### config.mk
export PLATFORM = sky130hd
export DESIGN_NAME = acc_fpu_arbiter
export DESIGN_NICKNAME = d
export VERILOG_FILES = /design/src/rtl/acc_pkg.sv /design/src/rtl/acc_rr_arbiter.sv /design/src/rtl/acc_fpu_arbiter.sv
export SDC_FILE = /design/constraint.sdc
export NUM_CORES = 1
export LEC_CHECK = 0
export BUFFER_PORTS_ARGS = -buffer_cell sky130_fd_sc_hd__clkbuf_2
export CAP_MARGIN = 20
export CELL_PAD_IN_SITES_DETAIL_PLACEMENT = 1
export CELL_PAD_IN_SITES_GLOBAL_PLACEMENT = 1
export CORE_AREA = 2 2 212 214
export CTS_BUF_LIST = sky130_fd_sc_hd__clkbuf_4 sky130_fd_sc_hd__clkbuf_8 sky130_fd_sc_hd__clkbuf_16
export DETAILED_ROUTE_END_ITERATION = 8
export DIE_AREA = 0 0 214 216
export PLACE_DENSITY_LB_ADDON = 0.1
export SLEW_MARGIN = 0
export SYNTH_ARGS = -nofsm -noshare
export SYNTH_HDL_FRONTEND = slang
export SYNTH_HIERARCHICAL = 1
export SYNTH_SLANG_ARGS = --single-unit
### constraint.sdc
create_clock -name clk_i -period 2.53 [get_ports clk_i]
set_input_delay 0.6325 -clock clk_i [delete_from_list [all_inputs] [get_ports clk_i]]
set_output_delay 0.6325 -clock clk_i [all_outputs]
set_load 0.02 [all_outputs]
### src/rtl/acc_pkg.sv
// Shared types for the accelerator FPU path: fpnew-style command/status types,
// the FPU arbiter state encoding and its default in-flight limit.
package acc_pkg;

   localparam int ACC_FPU_MAX_OUTSTANDING = 4;

   typedef enum logic [3:0] {
      FMADD, FNMSUB, ADD, MUL, DIV, SQRT, SGNJ, MINMAX,
      CMP, CLASSIFY, F2F, F2I, I2F, CPKAB, CPKCD
   } operation_e;

   typedef enum logic [2:0] {
      RNE = 3'b000, RTZ = 3'b001, RDN = 3'b010, RUP = 3'b011, RMM = 3'b100, DYN = 3'b111
   } roundmode_e;

   typedef enum logic [2:0] {FP32, FP64, FP16, FP8, FP16ALT} fp_format_e;

   typedef enum logic [1:0] {INT8, INT16, INT32, INT64} int_format_e;

   typedef struct packed {
      logic nv;
      logic dz;
      logic of;
      logic uf;
      logic nx;
   } status_t;

   typedef struct packed {
      operation_e  op;
      logic        op_mod;
      roundmode_e  rnd_mode;
      fp_format_e  src_fmt;
      fp_format_e  dst_fmt;
      int_format_e int_fmt;
   } fpu_cmd_t;

   typedef enum logic [1:0] {IDLE, ISSUE, FLUSH} arb_state_e;

endpackage

### src/rtl/acc_rr_arbiter.sv
// Combinational round-robin pick: first set bit of valid at or after ptr,
// wrapping modulo NUM_REQ. Reusable for any shared port.
module acc_rr_arbiter #(
   parameter int NUM_REQ = 3,
   parameter int IDX_W   = $clog2(NUM_REQ)
) (
   input  logic [NUM_REQ-1:0] valid,
   input  logic [IDX_W-1:0]   ptr,
   output logic [IDX_W-1:0]   idx,
   output logic               found
);

   int pos;

   always_comb begin
      idx   = '0;
      found = 1'b0;
      pos   = 0;
      for (int k = 0; k < NUM_REQ; k++) begin
         pos = (int'(ptr) + k) % NUM_REQ;
         if (!found && valid[pos]) begin
            found = 1'b1;
            idx   = IDX_W'(pos);
         end
      end
   end

endmodule

### src/rtl/acc_fpu_arbiter.sv
// Shares one FPU between NUM_REQ requesters: round-robin issue, bounded in-flight
// count, tag-routed results, flush/drain. ACC_FPU_ARB_PERF_EN adds perf counters.
module acc_fpu_arbiter
   import acc_pkg::*;
#(
   parameter int NUM_REQ         = 3,
   parameter int MAX_OUTSTANDING = ACC_FPU_MAX_OUTSTANDING,
   parameter int DATA_WIDTH      = 32,
   parameter int TAG_W           = $clog2(NUM_REQ)
) (
   input  logic                                   clk_i,
   input  logic                                   rst_i,
   input  logic [NUM_REQ-1:0]                     req_valid_i,
   output logic [NUM_REQ-1:0]                     req_ready_o,
   input  logic [NUM_REQ-1:0][2:0][DATA_WIDTH-1:0] req_operands_i,
   input  fpu_cmd_t [NUM_REQ-1:0]                 req_cmd_i,
   output logic [NUM_REQ-1:0]                     rsp_valid_o,
   input  logic [NUM_REQ-1:0]                     rsp_ready_i,
   output logic [DATA_WIDTH-1:0]                  rsp_result_o,
   output status_t                                rsp_status_o,
   input  logic                                   flush_i,
   output logic                                   busy_o,
   output logic [2:0][DATA_WIDTH-1:0]             fpu_operands_o,
   output fpu_cmd_t                               fpu_cmd_o,
   output logic [TAG_W-1:0]                       fpu_tag_o,
   output logic                                   fpu_in_valid_o,
   input  logic                                   fpu_in_ready_i,
   output logic                                   fpu_flush_o,
   input  logic [DATA_WIDTH-1:0]                  fpu_result_i,
   input  status_t                                fpu_status_i,
   input  logic [TAG_W-1:0]                       fpu_tag_i,
   input  logic                                   fpu_out_valid_i,
   output logic                                   fpu_out_ready_o,
   input  logic                                   fpu_busy_i
`ifdef ACC_FPU_ARB_PERF_EN
   ,
   output logic [NUM_REQ-1:0][31:0]               perf_issue_o,
   output logic [31:0]                            perf_stall_o
`endif
);

   localparam int OUT_W = $clog2(MAX_OUTSTANDING + 1);
   localparam logic [OUT_W-1:0] OUT_MAX = OUT_W'(MAX_OUTSTANDING);

   arb_state_e       state_reg, state_next;
   logic [TAG_W-1:0] grant_reg, grant_next;
   logic [TAG_W-1:0] rr_ptr_reg, rr_ptr_next;
   logic [OUT_W-1:0] outstanding_reg, outstanding_next;
   logic             flush_pulse_reg, flush_pulse_next;
   logic             tag_err_reg;
   logic [TAG_W-1:0] pick_idx;
   logic             pick_found;
   logic             in_flush, in_issue, in_hs, out_hs, tag_ok, rsp_en, retire;

   acc_rr_arbiter #(
      .NUM_REQ (NUM_REQ),
      .IDX_W   (TAG_W)
   ) u_rr (
      .valid (req_valid_i),
      .ptr   (rr_ptr_reg),
      .idx   (pick_idx),
      .found (pick_found)
   );

   assign in_flush = (state_reg == FLUSH);
   assign in_issue = (state_reg == ISSUE);

   // A flush arriving in the handshake cycle cancels the issue outright.
   assign fpu_in_valid_o = in_issue && !flush_i;
   assign in_hs          = fpu_in_valid_o && fpu_in_ready_i;
   assign fpu_operands_o = in_issue ? req_operands_i[grant_reg] : '0;
   assign fpu_cmd_o      = in_issue ? req_cmd_i[grant_reg] : '0;
   assign fpu_tag_o      = in_issue ? grant_reg : '0;
   assign fpu_flush_o    = flush_pulse_reg;
   assign busy_o         = (outstanding_reg != '0) || (state_reg != IDLE);

   assign tag_ok          = (int'(fpu_tag_i) < NUM_REQ);
   assign rsp_en          = fpu_out_valid_i && !in_flush;
   assign fpu_out_ready_o = in_flush || !tag_ok || rsp_ready_i[fpu_tag_i];
   assign out_hs          = fpu_out_valid_i && fpu_out_ready_o;
   assign retire          = out_hs && !in_flush && (outstanding_reg != '0);
   assign rsp_result_o    = rsp_en ? fpu_result_i : '0;
   assign rsp_status_o    = rsp_en ? fpu_status_i : '0;

   generate
      for (genvar gi = 0; gi < NUM_REQ; gi++) begin : g_port
         assign req_ready_o[gi] = in_hs && (grant_reg == TAG_W'(gi));
         assign rsp_valid_o[gi] = rsp_en && (fpu_tag_i == TAG_W'(gi));
      end
   endgenerate

   always_comb begin
      state_next       = state_reg;
      grant_next       = grant_reg;
      rr_ptr_next      = rr_ptr_reg;
      outstanding_next = outstanding_reg;
      flush_pulse_next = 1'b0;

      if (in_hs && !retire)
         outstanding_next = outstanding_reg + 1'b1;
      else if (retire && !in_hs)
         outstanding_next = outstanding_reg - 1'b1;

      case (state_reg)
         IDLE: begin
            // Uses the registered count, so a same-cycle retire frees a slot one cycle later.
            if (pick_found && (outstanding_reg < OUT_MAX)) begin
               grant_next = pick_idx;
               state_next = ISSUE;
            end
         end
         ISSUE: begin
            if (in_hs) begin
               state_next  = IDLE;
               rr_ptr_next = (grant_reg == TAG_W'(NUM_REQ - 1)) ? '0 : grant_reg + 1'b1;
            end
         end
         FLUSH: begin
            if (!flush_i && !fpu_busy_i) begin
               state_next       = IDLE;
               outstanding_next = '0;
            end
         end
         default: state_next = IDLE;
      endcase

      if (flush_i && !in_flush) begin
         state_next       = FLUSH;
         flush_pulse_next = 1'b1;
      end
   end

   always_ff @(posedge clk_i or posedge rst_i) begin
      if (rst_i) begin
         state_reg       <= IDLE;
         grant_reg       <= '0;
         rr_ptr_reg      <= '0;
         outstanding_reg <= '0;
         flush_pulse_reg <= 1'b0;
         tag_err_reg     <= 1'b0;
      end else begin
         state_reg       <= state_next;
         grant_reg       <= grant_next;
         rr_ptr_reg      <= rr_ptr_next;
         outstanding_reg <= outstanding_next;
         flush_pulse_reg <= flush_pulse_next;
         if (rsp_en && !tag_ok)
            tag_err_reg <= 1'b1;
      end
   end

`ifndef SYNTHESIS
   tag_range_a: assert property (@(posedge clk_i) disable iff (rst_i) !tag_err_reg);
`endif

`ifdef ACC_FPU_ARB_PERF_EN
   logic [NUM_REQ-1:0][31:0] perf_issue_reg;
   logic [31:0]              perf_stall_reg;

   // Saturating counters; only reset clears them.
   always_ff @(posedge clk_i or posedge rst_i) begin
      if (rst_i) begin
         perf_issue_reg <= '0;
         perf_stall_reg <= '0;
      end else begin
         for (int k = 0; k < NUM_REQ; k++) begin
            if (req_ready_o[k] && (perf_issue_reg[k] != '1))
               perf_issue_reg[k] <= perf_issue_reg[k] + 32'd1;
         end
         if ((|req_valid_i) && !in_hs && (perf_stall_reg != '1))
            perf_stall_reg <= perf_stall_reg + 32'd1;
      end
   end

   assign perf_issue_o = perf_issue_reg;
   assign perf_stall_o = perf_stall_reg;
`endif

endmodule

==> impl_metrics.xml, run 1 <==
<?xml version="1.0" encoding="UTF-8"?>
<metrics>
  <group name="run_status">
    <metric name="outcome" unit="">complete, no violations</metric>
  </group>
  <group name="synthesis">
    <metric name="adder_cell_area_share_of_the_yosys_netlist" unit="">0.0224</metric>
    <metric name="ys.flop_type" unit="">sky130_fd_sc_hd__dfrtp_1</metric>
    <metric name="post_synth_instance_area" unit="µm²">3850</metric>
    <metric name="muxShareOfSynthArea" unit="">0.308</metric>
    <metric name="largest_family_of_logic_cells_by_synthesized_area" unit="">simple AND/OR/NAND/NOR gates</metric>
    <metric name="synth_compound_gate_area_share" unit="">0.183</metric>
    <metric name="synth-seq-cells" unit="">10</metric>
    <metric name="synth_simple_gate_area_share" unit="">0.341</metric>
    <metric name="synth_cell_types" unit="">37</metric>
    <metric name="synth_xor_xnor_area_share" unit="">0.00455</metric>
    <metric name="synthesized_area_per_cell" unit="µm²">6.00</metric>
    <metric name="syn-instance-count" unit="">641</metric>
    <metric name="synth-warning-count" unit="">6</metric>
    <metric name="synth_edf_count" unit="">0</metric>
    <metric name="asyncSetResetFlopFracSynth" unit="">1.00</metric>
    <metric name="mapped_nets" unit="">1034</metric>
    <metric name="proportion_of_synthesized_chip_area_in_sequential_cells" unit="">0.0650</metric>
  </group>
  <group name="floorplan">
    <metric name="number_of_ports_placed_on_the_die_boundary" unit="">548</metric>
    <metric name="initial_standard_cell_utilization_of_the_core" unit="">0.0878</metric>
    <metric name="die_x" unit="µm">214</metric>
    <metric name="rows" unit="">77</metric>
    <metric name="core-area" unit="µm²">43800</metric>
    <metric name="die_outline_height" unit="µm">216</metric>
    <metric name="design.die.area" unit="µm²">46200</metric>
  </group>
  <group name="clock_network">
    <metric name="cts.root.buffer_cell" unit="">sky130_fd_sc_hd__clkbuf_16</metric>
    <metric name="post_cts_hold_fix_bufs" unit="">0</metric>
    <metric name="cts_tree" unit="">done</metric>
    <metric name="ctsHtreeMaxLevel" unit="">1</metric>
    <metric name="num_cts_buffers" unit="">3</metric>
    <metric name="clock_sinks" unit="">10</metric>
    <metric name="cts.clk_slew.worst_paths" unit="ns">0.04</metric>
    <metric name="clock_latency" unit="ns">0.24</metric>
    <metric name="ctsLongestPathBuffers" unit="">2</metric>
  </group>
  <group name="flow_run">
    <metric name="drv.max_cap_violation_count" unit="">0</metric>
  </group>
  <group name="timing">
    <metric name="fin_setup_tns" unit="ns">0</metric>
    <metric name="max_slew.worst_pin.slew" unit="ns">0.436</metric>
    <metric name="min_period" unit="ns">2.41</metric>
    <metric name="setup_viol" unit="">0</metric>
    <metric name="final.setup_skew" unit="ns">0.00193</metric>
    <metric name="finalHoldViolCount" unit="">0</metric>
    <metric name="grt_setup_unrepaired" unit="">false</metric>
    <metric name="timing.final.ws_setup" unit="ns">0.117</metric>
    <metric name="report.final.slew_viol_count" unit="">0</metric>
    <metric name="fin_crit_sh" unit="">0.954</metric>
    <metric name="slew_headroom" unit="">0.701</metric>
    <metric name="max_clock_freq" unit="GHz">0.414</metric>
  </group>
  <group name="drt">
    <metric name="vias_per_cell" unit="">3.78</metric>
    <metric name="route.antenna.remaining_nets" unit="">0</metric>
    <metric name="post-route-drc-count" unit="">0</metric>
    <metric name="routed_wl" unit="µm">30800</metric>
    <metric name="dr.pass1.iters" unit="">4</metric>
    <metric name="detailedRoute.firstIterationViolations" unit="">143</metric>
    <metric name="avgRoutedWirePerCell" unit="µm">17.5</metric>
    <metric name="count_of_vias_placed_by_the_detailed_router" unit="">6633</metric>
  </group>
  <group name="critical_path">
    <metric name="critical_path_startpoint_category" unit="">flip-flop</metric>
    <metric name="required" unit="ns">1.90</metric>
    <metric name="crit_path_end_kind" unit="">output pin</metric>
    <metric name="crit_path_dat" unit="ns">1.78</metric>
    <metric name="crit_type" unit="">flip-flop to output pin</metric>
    <metric name="worst-path-max-fanout" unit="">25</metric>
  </group>
  <group name="global_routing">
    <metric name="grt_antenna_before_repair" unit="">1</metric>
    <metric name="wire_length_of_the_first_global_routing_pass" unit="µm">43700</metric>
    <metric name="grt.overflow.total" unit="">0</metric>
    <metric name="track_usage" unit="">0.121</metric>
    <metric name="first_global_vias" unit="">6927</metric>
    <metric name="grt_start_max_net_pins" unit="">61</metric>
  </group>
  <group name="hold_path">
    <metric name="min_path_type" unit="">primary input to asynchronous set/reset pin</metric>
  </group>
  <group name="place">
    <metric name="place.port_buffers" unit="">547</metric>
    <metric name="place_ws" unit="ns">0.212</metric>
    <metric name="place_congestion" unit="">0.841</metric>
    <metric name="place_hpwl" unit="µm">25100</metric>
    <metric name="placedInstanceArea" unit="µm²">7460</metric>
  </group>
  <group name="power_and_ir_drop">
    <metric name="power_density" unit="nW/µm²">590</metric>
    <metric name="power.ir.vdd_worst" unit="mV">0.298</metric>
    <metric name="total_leakage_power" unit="µW">0.00417</metric>
  </group>
  <group name="layout">
    <metric name="number_of_flip_flops_in_the_largest_register" unit="">3</metric>
    <metric name="antenna-diode-count" unit="">0</metric>
    <metric name="fin_nets" unit="">1558</metric>
    <metric name="drive_gt1_frac" unit="">0.512</metric>
    <metric name="fin_area" unit="µm²">7680</metric>
    <metric name="flow.area_growth_from_synthesis" unit="%">99.5</metric>
  </group>
</metrics>
==> final cells by class <==
class	count	area, µm²
multi-input combinational	559	3330
tap	592	741
clock buffer	4	88.8
fill	5546	36200
sequential	10	258
inverter	12	45.0
timing repair buffer	579	3220
==> per-layer routing <==
layer  vias to the layer above  GRT usage  part of all wire
met2                       273      0.242              0.54
li1                       3231          -                 -
met1                      3114      0.133              0.39
met4                         2     0.0107            0.0067
met5                         -          0           0.00042
met3                        13     0.0280             0.068
==> metrics by stage <==
| step | hold slack (ns) | util | std cells | total power, µW |
|---|---|---|---|---|
| 6_report | 0.366 | 0.175 | 1756 | 4530 |
| 5_1_grt | 0.423 | 0.175 | 1756 | 5010 |
| 4_1_cts | 0.389 | 0.172 | 1750 | 4450 |
| 3_5_place_dp | 0.516 | 0.170 | 1746 | 4110 |
| 3_3_place_gp | 0.512 | 0.170 | 1746 | 4110 |
| 2_1_floorplan | 0.473 | - | 641 | 2680 |
==> placed cells by master (no fill, tap or decap), drive strengths merged, types with 6 or more instances in the layout <==
master / count
nand2: 7
ha: 6
buf: 29
mux2i: 117
and3: 38
o21ai: 7
dfrtp: 10
nor2: 229
nor3: 7
clkbuf: 554
inv: 12
a21oi: 113
==> critical path, cell delays in order, from the launching register on <==
cell and delay (ns):
sky130_fd_sc_hd__dfrtp_4 0.54, sky130_fd_sc_hd__nor2_4 0.22, sky130_fd_sc_hd__buf_4 0.17, sky130_fd_sc_hd__clkbuf_16 0.22, sky130_fd_sc_hd__a21oi_1 0.09, sky130_fd_sc_hd__nor2_1 0.08
sky130_fd_sc_hd__clkbuf_2 0.20
==> path summary, 6_finish.rpt <==
check                                    from                  to  slack, ns  cells past startpoint
min in group clk_i              rr_ptr_reg[1]       rr_ptr_reg[1]       0.52                      1
worst max-delay path             grant_reg[1]  fpu_operands_o[85]       0.12                      6
max in group asynchronous               rst_i        grant_reg[1]       1.83                      2
worst min-delay path                    rst_i         fpu_flush_o       0.37                      2
worst max register to register  rr_ptr_reg[0]        grant_reg[1]       0.37                      8
worst min register to register  rr_ptr_reg[1]       rr_ptr_reg[1]       0.52                      1
==> where the power goes <==
group	switching, µW	internal [µW]	total (µW)
clock	75.3	238	313
sequential	72.6	221	293
combinational	2220	1700	3930
==> synthesized netlist by cell type (all sizes together), types with 2 or more instances <==
cell type / n / share of area
nor2: 229 / 0.22
dfrtp: 10 / 0.065
nor3b: 5 / 0.011
xnor2: 2 / 0.0046
nand2: 7 / 0.0068
nand3b: 3 / 0.0059
a21o: 4 / 0.0078
and3: 38 / 0.062
nor2b: 2 / 0.0033
o21ai: 7 / 0.0091
nand2b: 4 / 0.0072
inv: 12 / 0.012
nor3: 7 / 0.010
ha: 6 / 0.020
mux2i: 117 / 0.30
clkbuf: 30 / 0.029
a211oi: 2 / 0.0039
buf: 30 / 0.035
a21oi: 113 / 0.15
==> kinds of logic after synthesis <==
| family | count (synthesis) |
|---|---|
| AOI/OAI and AO/OA | 132 |
| muxes | 118 |
| xor gates and xnor gates | 2 |
| and+or+nand+nor | 300 |
| adders and majority gates | 7 |
| buffers and inverters | 72 |
| DFF | 10 |
==> timing repair <==
action | in CTS | in global routing
buffers inserted | 0 | 3
setup endpoints to repair | 0 | 27
resized for setup | 0 | 3
Power figures use the tool's default switching activity.
==> run 2: changes to the inputs <==
- CAP_MARGIN: 20 -> default
- SYNTH_HIERARCHICAL: 1 -> default
==> run 2 against run 1 <==
Effect of this change:
- synthesized cell count fell by 0.31%
- critical endpoint is now fpu_operands_o[4]
- clock power rose by 2%
- critical path type unchanged
- final cell count did not move
- largest power group unchanged
- highest routed layer is now met4
- area after synthesis fell by 0.36%
- combinational power rose by 9.2%
==> impl_metrics.xml, run 2 <==
<?xml version="1.0" encoding="UTF-8"?>
<metrics>
  <group name="run_status">
    <metric name="outcome" unit="">complete, no violations</metric>
  </group>
  <group name="critical_path">
    <metric name="required" unit="ns">1.90</metric>
    <metric name="worst-path-max-fanout" unit="">19</metric>
    <metric name="cp_slowest_cell" unit="">sky130_fd_sc_hd__dfrtp_4</metric>
    <metric name="timing.reg2reg.worst_path_depth" unit="">5</metric>
    <metric name="crit_type" unit="">flip-flop to output pin</metric>
    <metric name="critical-path-max-stage-delay" unit="ns">0.54</metric>
    <metric name="critical_path.cell_chain" unit="">nor2_4 -&gt; buf_4 -&gt; clkbuf_16 -&gt; a21oi_1 -&gt; nor2_1 -&gt; clkbuf_2</metric>
    <metric name="crit_path_dat" unit="ns">1.79</metric>
    <metric name="critical_path_startpoint_category" unit="">flip-flop</metric>
    <metric name="ff2ff_setup_slack" unit="ns">0.59</metric>
    <metric name="reg2reg_to" unit="">outstanding_reg[1]</metric>
    <metric name="worstReg2RegStart" unit="">state_reg[0]</metric>
    <metric name="crit_path_end_kind" unit="">output pin</metric>
  </group>
  <group name="layout">
    <metric name="mostFrequentLayoutCell" unit="">sky130_fd_sc_hd__clkbuf_2</metric>
    <metric name="most-common-layout-cells" unit="">sky130_fd_sc_hd__clkbuf_2 (546), sky130_fd_sc_hd__nor2_1 (229), sky130_fd_sc_hd__a21oi_1 (116), sky130_fd_sc_hd__mux2i_1 (114), sky130_fd_sc_hd__and3_1 (37)</metric>
    <metric name="flow.area_growth_from_synthesis" unit="%">98.6</metric>
    <metric name="drive_gt1_frac" unit="">0.511</metric>
    <metric name="fillCellCount" unit="">5544</metric>
    <metric name="fin_nets" unit="">1559</metric>
    <metric name="antenna-diode-count" unit="">0</metric>
    <metric name="final_cell_count_no_fill" unit="">1756</metric>
    <metric name="number_of_flip_flops_in_the_largest_register" unit="">3</metric>
    <metric name="sequential_standard_cell_area" unit="µm²">258</metric>
    <metric name="multi_input_area" unit="µm²">3310</metric>
  </group>
  <group name="global_routing">
    <metric name="track_usage" unit="">0.112</metric>
    <metric name="grt_start_max_net_pins" unit="">67</metric>
    <metric name="grt.overflow.total" unit="">0</metric>
    <metric name="first_global_vias" unit="">6585</metric>
    <metric name="grt_antenna_before_repair" unit="">0</metric>
    <metric name="wire_length_of_the_first_global_routing_pass" unit="µm">40900</metric>
  </group>
  <group name="clock_network">
    <metric name="cts.clk_slew.worst_paths" unit="ns">0.04</metric>
    <metric name="clock_sinks" unit="">10</metric>
    <metric name="cts.root.buffer_cell" unit="">sky130_fd_sc_hd__clkbuf_16</metric>
    <metric name="ctsLongestPathBuffers" unit="">2</metric>
    <metric name="num_cts_buffers" unit="">3</metric>
    <metric name="cts_tree" unit="">done</metric>
    <metric name="post_cts_hold_fix_bufs" unit="">0</metric>
    <metric name="clock_latency" unit="ns">0.24</metric>
    <metric name="ctsHtreeMaxLevel" unit="">1</metric>
  </group>
  <group name="synthesis">
    <metric name="synthDominantAreaCellType" unit="">sky130_fd_sc_hd__mux2i_1</metric>
    <metric name="synth_xor_xnor_area_share" unit="">0.00457</metric>
    <metric name="mapped_nets" unit="">1033</metric>
    <metric name="synth.top_cells.by_count" unit="">sky130_fd_sc_hd__nor2_1 (230), sky130_fd_sc_hd__a21oi_1 (116), sky130_fd_sc_hd__mux2i_1 (114)</metric>
    <metric name="synth.area.top_cells" unit="">sky130_fd_sc_hd__mux2i_1 (30%), sky130_fd_sc_hd__nor2_1 (23%), sky130_fd_sc_hd__a21oi_1 (15%), sky130_fd_sc_hd__dfrtp_1 (6.5%), sky130_fd_sc_hd__and3_1 (6.0%)</metric>
    <metric name="synthMostInstantiatedCell" unit="">sky130_fd_sc_hd__nor2_1</metric>
    <metric name="synth_simple_gate_area_share" unit="">0.336</metric>
    <metric name="syn-instance-count" unit="">639</metric>
    <metric name="asyncSetResetFlopFracSynth" unit="">1.00</metric>
    <metric name="adder_cell_area_share_of_the_yosys_netlist" unit="">0.0258</metric>
    <metric name="synth_cell_types" unit="">39</metric>
    <metric name="proportion_of_synthesized_chip_area_in_sequential_cells" unit="">0.0653</metric>
    <metric name="synth-warning-count" unit="">0</metric>
    <metric name="netlist.area_leader.share" unit="">0.298</metric>
    <metric name="muxShareOfSynthArea" unit="">0.301</metric>
    <metric name="synth-seq-cells" unit="">10</metric>
    <metric name="synth_edf_count" unit="">0</metric>
    <metric name="largest_family_of_logic_cells_by_synthesized_area" unit="">simple AND/OR/NAND/NOR gates</metric>
    <metric name="post_synth_instance_area" unit="µm²">3830</metric>
    <metric name="synth_compound_gate_area_share" unit="">0.190</metric>
    <metric name="ys.flop_type" unit="">sky130_fd_sc_hd__dfrtp_1</metric>
    <metric name="synthesized_area_per_cell" unit="µm²">6.00</metric>
  </group>
  <group name="place">
    <metric name="post-place-cells" unit="">1743</metric>
    <metric name="place_hpwl" unit="µm">23200</metric>
    <metric name="place_congestion" unit="">0.800</metric>
    <metric name="place_ws" unit="ns">0.223</metric>
    <metric name="place.port_buffers" unit="">547</metric>
  </group>
  <group name="timing">
    <metric name="finalHoldViolCount" unit="">0</metric>
    <metric name="max_slew.worst_pin.slew" unit="ns">0.646</metric>
    <metric name="grt_setup_unrepaired" unit="">false</metric>
    <metric name="timing.final.ws_setup" unit="ns">0.111</metric>
    <metric name="max_clock_freq" unit="GHz">0.413</metric>
    <metric name="fin_crit_sh" unit="">0.956</metric>
    <metric name="final.setup_skew" unit="ns">0.000319</metric>
    <metric name="report.final.slew_viol_count" unit="">0</metric>
    <metric name="slew_headroom" unit="">0.566</metric>
    <metric name="fin_setup_tns" unit="ns">0</metric>
    <metric name="setup_viol" unit="">0</metric>
    <metric name="min_period" unit="ns">2.42</metric>
  </group>
  <group name="floorplan">
    <metric name="die_outline_height" unit="µm">216</metric>
    <metric name="number_of_ports_placed_on_the_die_boundary" unit="">548</metric>
    <metric name="core-area" unit="µm²">43800</metric>
    <metric name="design.die.area" unit="µm²">46200</metric>
    <metric name="initial_standard_cell_utilization_of_the_core" unit="">0.0875</metric>
    <metric name="rows" unit="">77</metric>
    <metric name="die_x" unit="µm">214</metric>
  </group>
  <group name="drt">
    <metric name="count_of_vias_placed_by_the_detailed_router" unit="">6475</metric>
    <metric name="avgRoutedWirePerCell" unit="µm">16.4</metric>
    <metric name="route.antenna.remaining_nets" unit="">0</metric>
    <metric name="vias_per_cell" unit="">3.69</metric>
    <metric name="routed_wl" unit="µm">28700</metric>
    <metric name="post-route-drc-count" unit="">0</metric>
    <metric name="detailedRoute.firstIterationViolations" unit="">191</metric>
    <metric name="dr.pass1.iters" unit="">4</metric>
  </group>
  <group name="flow_run">
    <metric name="drv.max_cap_violation_count" unit="">0</metric>
  </group>
  <group name="power_and_ir_drop">
    <metric name="power.ir.vdd_worst" unit="mV">0.496</metric>
    <metric name="power_density" unit="nW/µm²">644</metric>
    <metric name="total_leakage_power" unit="µW">0.00442</metric>
  </group>
  <group name="hold_path">
    <metric name="min_path_type" unit="">primary input to asynchronous set/reset pin</metric>
  </group>
</metrics>
## run 2: cell count changes in the layout (fill, tap and decap cells not counted), sizes merged, moves of 2 or more
cell / before / now
a21oi: 113 / 116
clkbuf: 554 / 552
mux2i: 117 / 114
o21ai: 7 / 4
nand3: 0 / 2
nand3b: 3 / 1
buf: 29 / 32
a21o: 4 / 2
a32oi: 0 / 2
o221ai: 0 / 2
or3: 1 / 3
nor3b: 5 / 3
nor2b: 2 / 0
## run 2: worst max-delay path, delay by kind of cell (launching register included)
family	cells	cell delay [ns]
compound gates	1	0.12
buf+inv	3	0.57
flops	1	0.54
simple gates	2	0.31
## run 2: worst max-delay path by stage
stage | end | start | slack [ns] | cells past startpoint
CTS | fpu_operands_o[61] | grant_reg[1] | 0.003 | 7
global route | fpu_cmd_o[5] | grant_reg[1] | 0.002 | 6
finish | fpu_operands_o[4] | grant_reg[1] | 0.11 | 6
global placement | req_ready_o[0] | flush_i | 0.27 | 5
floorplan | req_ready_o[0] | flush_i | 0.08 | 3
detailed placement | req_ready_o[1] | flush_i | 0.22 | 5
## run 2: cell families (layout without fill, tap and decap cells)
kind of cell	after synthesis	in the layout
multiplexers	115	115
adder cells (fa/ha/maj)	8	8
buffers and inverters	71	596
AND/OR/NAND/NOR	299	299
XOR/XNOR	2	2
flip-flops	10	10
AO/OA/AOI/OAI	134	134
## run 2: power by group
| part | internal, µW | total (µW) | switching (µW) |
|---|---|---|---|
| Sequential | 225 | 298 | 73.6 |
| Combinational | 1900 | 4290 | 2390 |
| Clock | 238 | 320 | 82.0 |
## run 2: layout make-up
cell class / instances / share of cell area
Timing Repair Buffer: 580 / 0.417
Clock buffer: 4 / 0.0117
Tap cell: 592 / 0.0973
Multi-Input combinational cell: 558 / 0.434
Inverter: 12 / 0.00592
Sequential cell: 10 / 0.0338
## run 2: what timing repair did
action / in CTS / in global routing
endpoints found under the hold margin: 0 / 0
setup endpoints to repair: 1 / 36
pin swaps: 0 / 1
setup buffers: 0 / 7
gates cloned: 0 / 2
resized for setup: 2 / 2
## run 2: per-layer routing
metal | global-route usage | wire, µm | vias up
met5 | 0 | 0 | -
met3 | 0.0192 | 1450 | 4
met2 | 0.227 | 16000 | 236
li1 | - | - | 3233
met1 | 0.125 | 11200 | 3002
met4 | 0.00839 | 87 | 0
## run 2: per-stage QoR
step / hold WS (ns) / util / power, µW / cell area [µm²]
global placement: 0.536 / 0.169 / 4490 / 7400
CTS: 0.409 / 0.171 / 4860 / 7510
finish: 0.386 / 0.174 / 4900 / 7610
global route: 0.436 / 0.174 / 5390 / 7610
detailed placement: 0.543 / 0.169 / 4480 / 7400
floorplan: 0.473 / - / 3010 / 3830
==> run 3: changes to the inputs <==
- clock period: 2.53 -> 1.9 ns (I/O delays scaled with it)
==> run 3 against run 2 <==
Effect of this change:
- the run now ends with negative setup slack left
- clock skew rose by 0.0021 ns
- worst setup slack got worse by 0.49 ns
- wire length grew 26%
- global-route usage grew 2.6 points
- critical path depth rose by 2
- worst hold slack got worse by 0.17 ns
- sequential power rose by 31%
==> impl_metrics.xml, run 3 (synthesized netlist as in run 2, its figures left out) <==
<?xml version="1.0" encoding="UTF-8"?>
<metrics>
  <group name="power_and_ir_drop">
    <metric name="total_leakage_power" unit="µW">0.00510</metric>
    <metric name="power.ir.vdd_worst" unit="mV">0.455</metric>
    <metric name="power_density" unit="nW/µm²">940</metric>
    <metric name="power" unit="µW">9030</metric>
  </group>
  <group name="clock_network">
    <metric name="cts.root.buffer_cell" unit="">sky130_fd_sc_hd__clkbuf_16</metric>
    <metric name="ctsHtreeMaxLevel" unit="">1</metric>
    <metric name="ctsLongestPathBuffers" unit="">2</metric>
    <metric name="num_cts_buffers" unit="">3</metric>
    <metric name="clock_sinks" unit="">10</metric>
    <metric name="clock_latency" unit="ns">0.24</metric>
    <metric name="cts_tree" unit="">done</metric>
    <metric name="cts.clk_slew.worst_paths" unit="ns">0.04</metric>
  </group>
  <group name="timing">
    <metric name="min_period" unit="ns">2.28</metric>
    <metric name="fin_crit_sh" unit="">1.20</metric>
    <metric name="max_clock_freq" unit="GHz">0.439</metric>
    <metric name="fin_setup_tns" unit="ns">-29.15</metric>
    <metric name="report.final.slew_viol_count" unit="">0</metric>
    <metric name="grt_setup_unrepaired" unit="">true</metric>
    <metric name="finalHoldViolCount" unit="">0</metric>
    <metric name="final.setup_skew" unit="ns">0.00241</metric>
    <metric name="timing.final.ws_setup" unit="ns">-0.378</metric>
    <metric name="max_slew.worst_pin.slew" unit="ns">0.435</metric>
    <metric name="setup_viol" unit="">149</metric>
    <metric name="slew_headroom" unit="">0.708</metric>
  </group>
  <group name="layout">
    <metric name="most-common-layout-cells" unit="">sky130_fd_sc_hd__clkbuf_2 (442), sky130_fd_sc_hd__nor2_1 (174), sky130_fd_sc_hd__a21oi_1 (91), sky130_fd_sc_hd__mux2i_1 (89), sky130_fd_sc_hd__buf_4 (81)</metric>
    <metric name="flow.area_growth_from_synthesis" unit="%">151</metric>
    <metric name="number_of_flip_flops_in_the_largest_register" unit="">3</metric>
    <metric name="mostFrequentLayoutCell" unit="">sky130_fd_sc_hd__clkbuf_2</metric>
    <metric name="drive_gt1_frac" unit="">0.639</metric>
    <metric name="final_cell_count_no_fill" unit="">1822</metric>
    <metric name="fillCellCount" unit="">5363</metric>
    <metric name="fin_nets" unit="">1624</metric>
  </group>
  <group name="drt">
    <metric name="count_of_vias_placed_by_the_detailed_router" unit="">6976</metric>
    <metric name="detailedRoute.firstIterationViolations" unit="">143</metric>
    <metric name="dr.pass1.iters" unit="">4</metric>
    <metric name="route.antenna.remaining_nets" unit="">0</metric>
    <metric name="post-route-drc-count" unit="">0</metric>
    <metric name="vias_per_cell" unit="">3.83</metric>
    <metric name="avgRoutedWirePerCell" unit="µm">19.8</metric>
    <metric name="routed_wl" unit="µm">36100</metric>
  </group>
  <group name="floorplan">
    <metric name="rows" unit="">77</metric>
    <metric name="die_outline_height" unit="µm">216</metric>
    <metric name="design.die.area" unit="µm²">46200</metric>
    <metric name="core-area" unit="µm²">43800</metric>
    <metric name="number_of_ports_placed_on_the_die_boundary" unit="">548</metric>
    <metric name="initial_standard_cell_utilization_of_the_core" unit="">0.0875</metric>
    <metric name="die_x" unit="µm">214</metric>
  </group>
  <group name="run_status">
    <metric name="violations_in_the_final_reports" unit="">negative setup slack</metric>
    <metric name="outcome" unit="">finished with violations</metric>
  </group>
  <group name="global_routing">
    <metric name="grt_antenna_before_repair" unit="">2</metric>
    <metric name="grt_start_max_net_pins" unit="">39</metric>
    <metric name="track_usage" unit="">0.138</metric>
    <metric name="grt.overflow.total" unit="">0</metric>
    <metric name="wire_length_of_the_first_global_routing_pass" unit="µm">48300</metric>
    <metric name="first_global_vias" unit="">7389</metric>
  </group>
  <group name="place">
    <metric name="place_ws" unit="ns">-0.121</metric>
    <metric name="place_congestion" unit="">0.788</metric>
    <metric name="post-place-cells" unit="">1765</metric>
    <metric name="place.port_buffers" unit="">547</metric>
    <metric name="place_hpwl" unit="µm">26700</metric>
  </group>
  <group name="hold_path">
    <metric name="min_path_type" unit="">primary input to asynchronous set/reset pin</metric>
  </group>
  <group name="critical_path">
    <metric name="critical_path_startpoint_category" unit="">flip-flop</metric>
    <metric name="crit_path_end_kind" unit="">output pin</metric>
    <metric name="required" unit="ns">1.42</metric>
    <metric name="crit_path_dat" unit="ns">1.80</metric>
    <metric name="crit_type" unit="">flip-flop to output pin</metric>
    <metric name="worst-path-max-fanout" unit="">7</metric>
  </group>
  <group name="flow_run">
    <metric name="drv.max_cap_violation_count" unit="">0</metric>
  </group>
</metrics>
-- run 3: area by class of cell --
| class | count | area, µm² | share of cell area |
|---|---|---|---|
| antenna | 1 | 2.50 | 0.000260 |
| clock buffer | 4 | 88.8 | 0.00925 |
| inverter | 12 | 47.5 | 0.00495 |
| multi-input combinational | 558 | 3810 | 0.397 |
| sequential | 10 | 259 | 0.0270 |
| tap | 592 | 741 | 0.0771 |
| timing repair buffer | 645 | 4660 | 0.485 |
-- run 3: routing by layer --
metal | track usage | wire [µm]
met5 | 0 | 13
met4 | 0.0268 | 733
met3 | 0.0383 | 2630
met2 | 0.269 | 19400
met1 | 0.146 | 13300
-- run 3: final timing paths --
kind | endpoint | slack (ns) | startpoint | cells past startpoint
max in group asynchronous | grant_reg[1] | 1.34 | rst_i | 2
min in group clk_i | state_reg[1] | 0.50 | fpu_busy_i | 3
min | rr_ptr_reg[1] | 0.21 | rst_i | 2
max reg2reg | outstanding_reg[1] | 0.02 | state_reg[1] | 7
max | fpu_operands_o[87] | -0.38 | grant_reg[1] | 8
min reg2reg | rr_ptr_reg[0] | 0.55 | rr_ptr_reg[0] | 1
-- run 3: report_power, final --
part / internal [µW] / switching [µW] / total [µW]
clock: 317 / 101 / 418
sequential: 300 / 90.8 / 390
combinational: 4120 / 4100 / 8230
-- run 3: through the flow --
stage	cell area [µm²]	util	hold WS [ns]
final	9610	0.219	0.215
after global routing	9610	0.219	0.270
after CTS	8600	0.196	0.237
after detailed placement	7810	0.178	0.490
after global placement	7810	0.178	0.485
after floorplan	3950	-	0.315
-- run 3: critical path: stages, from the launching register on --
cell	delay, ns
sky130_fd_sc_hd__dfrtp_4	0.51
sky130_fd_sc_hd__buf_12	0.17
sky130_fd_sc_hd__buf_12	0.15
sky130_fd_sc_hd__buf_4	0.14
sky130_fd_sc_hd__mux2i_4	0.18
sky130_fd_sc_hd__nor2_4	0.12
sky130_fd_sc_hd__a21oi_2	0.05
sky130_fd_sc_hd__nor2_2	0.09
sky130_fd_sc_hd__clkbuf_8	0.15
-- run 3: what timing repair did --
item | CTS | global route
pin swaps | 4 | 17
cloned | 9 | 12
hold buffers | 0 | 0
setup buffers | 11 | 20
hold endpoints to repair | 0 | 0
gates resized for setup | 101 | 247
endpoints found under the setup margin | 157 | 125
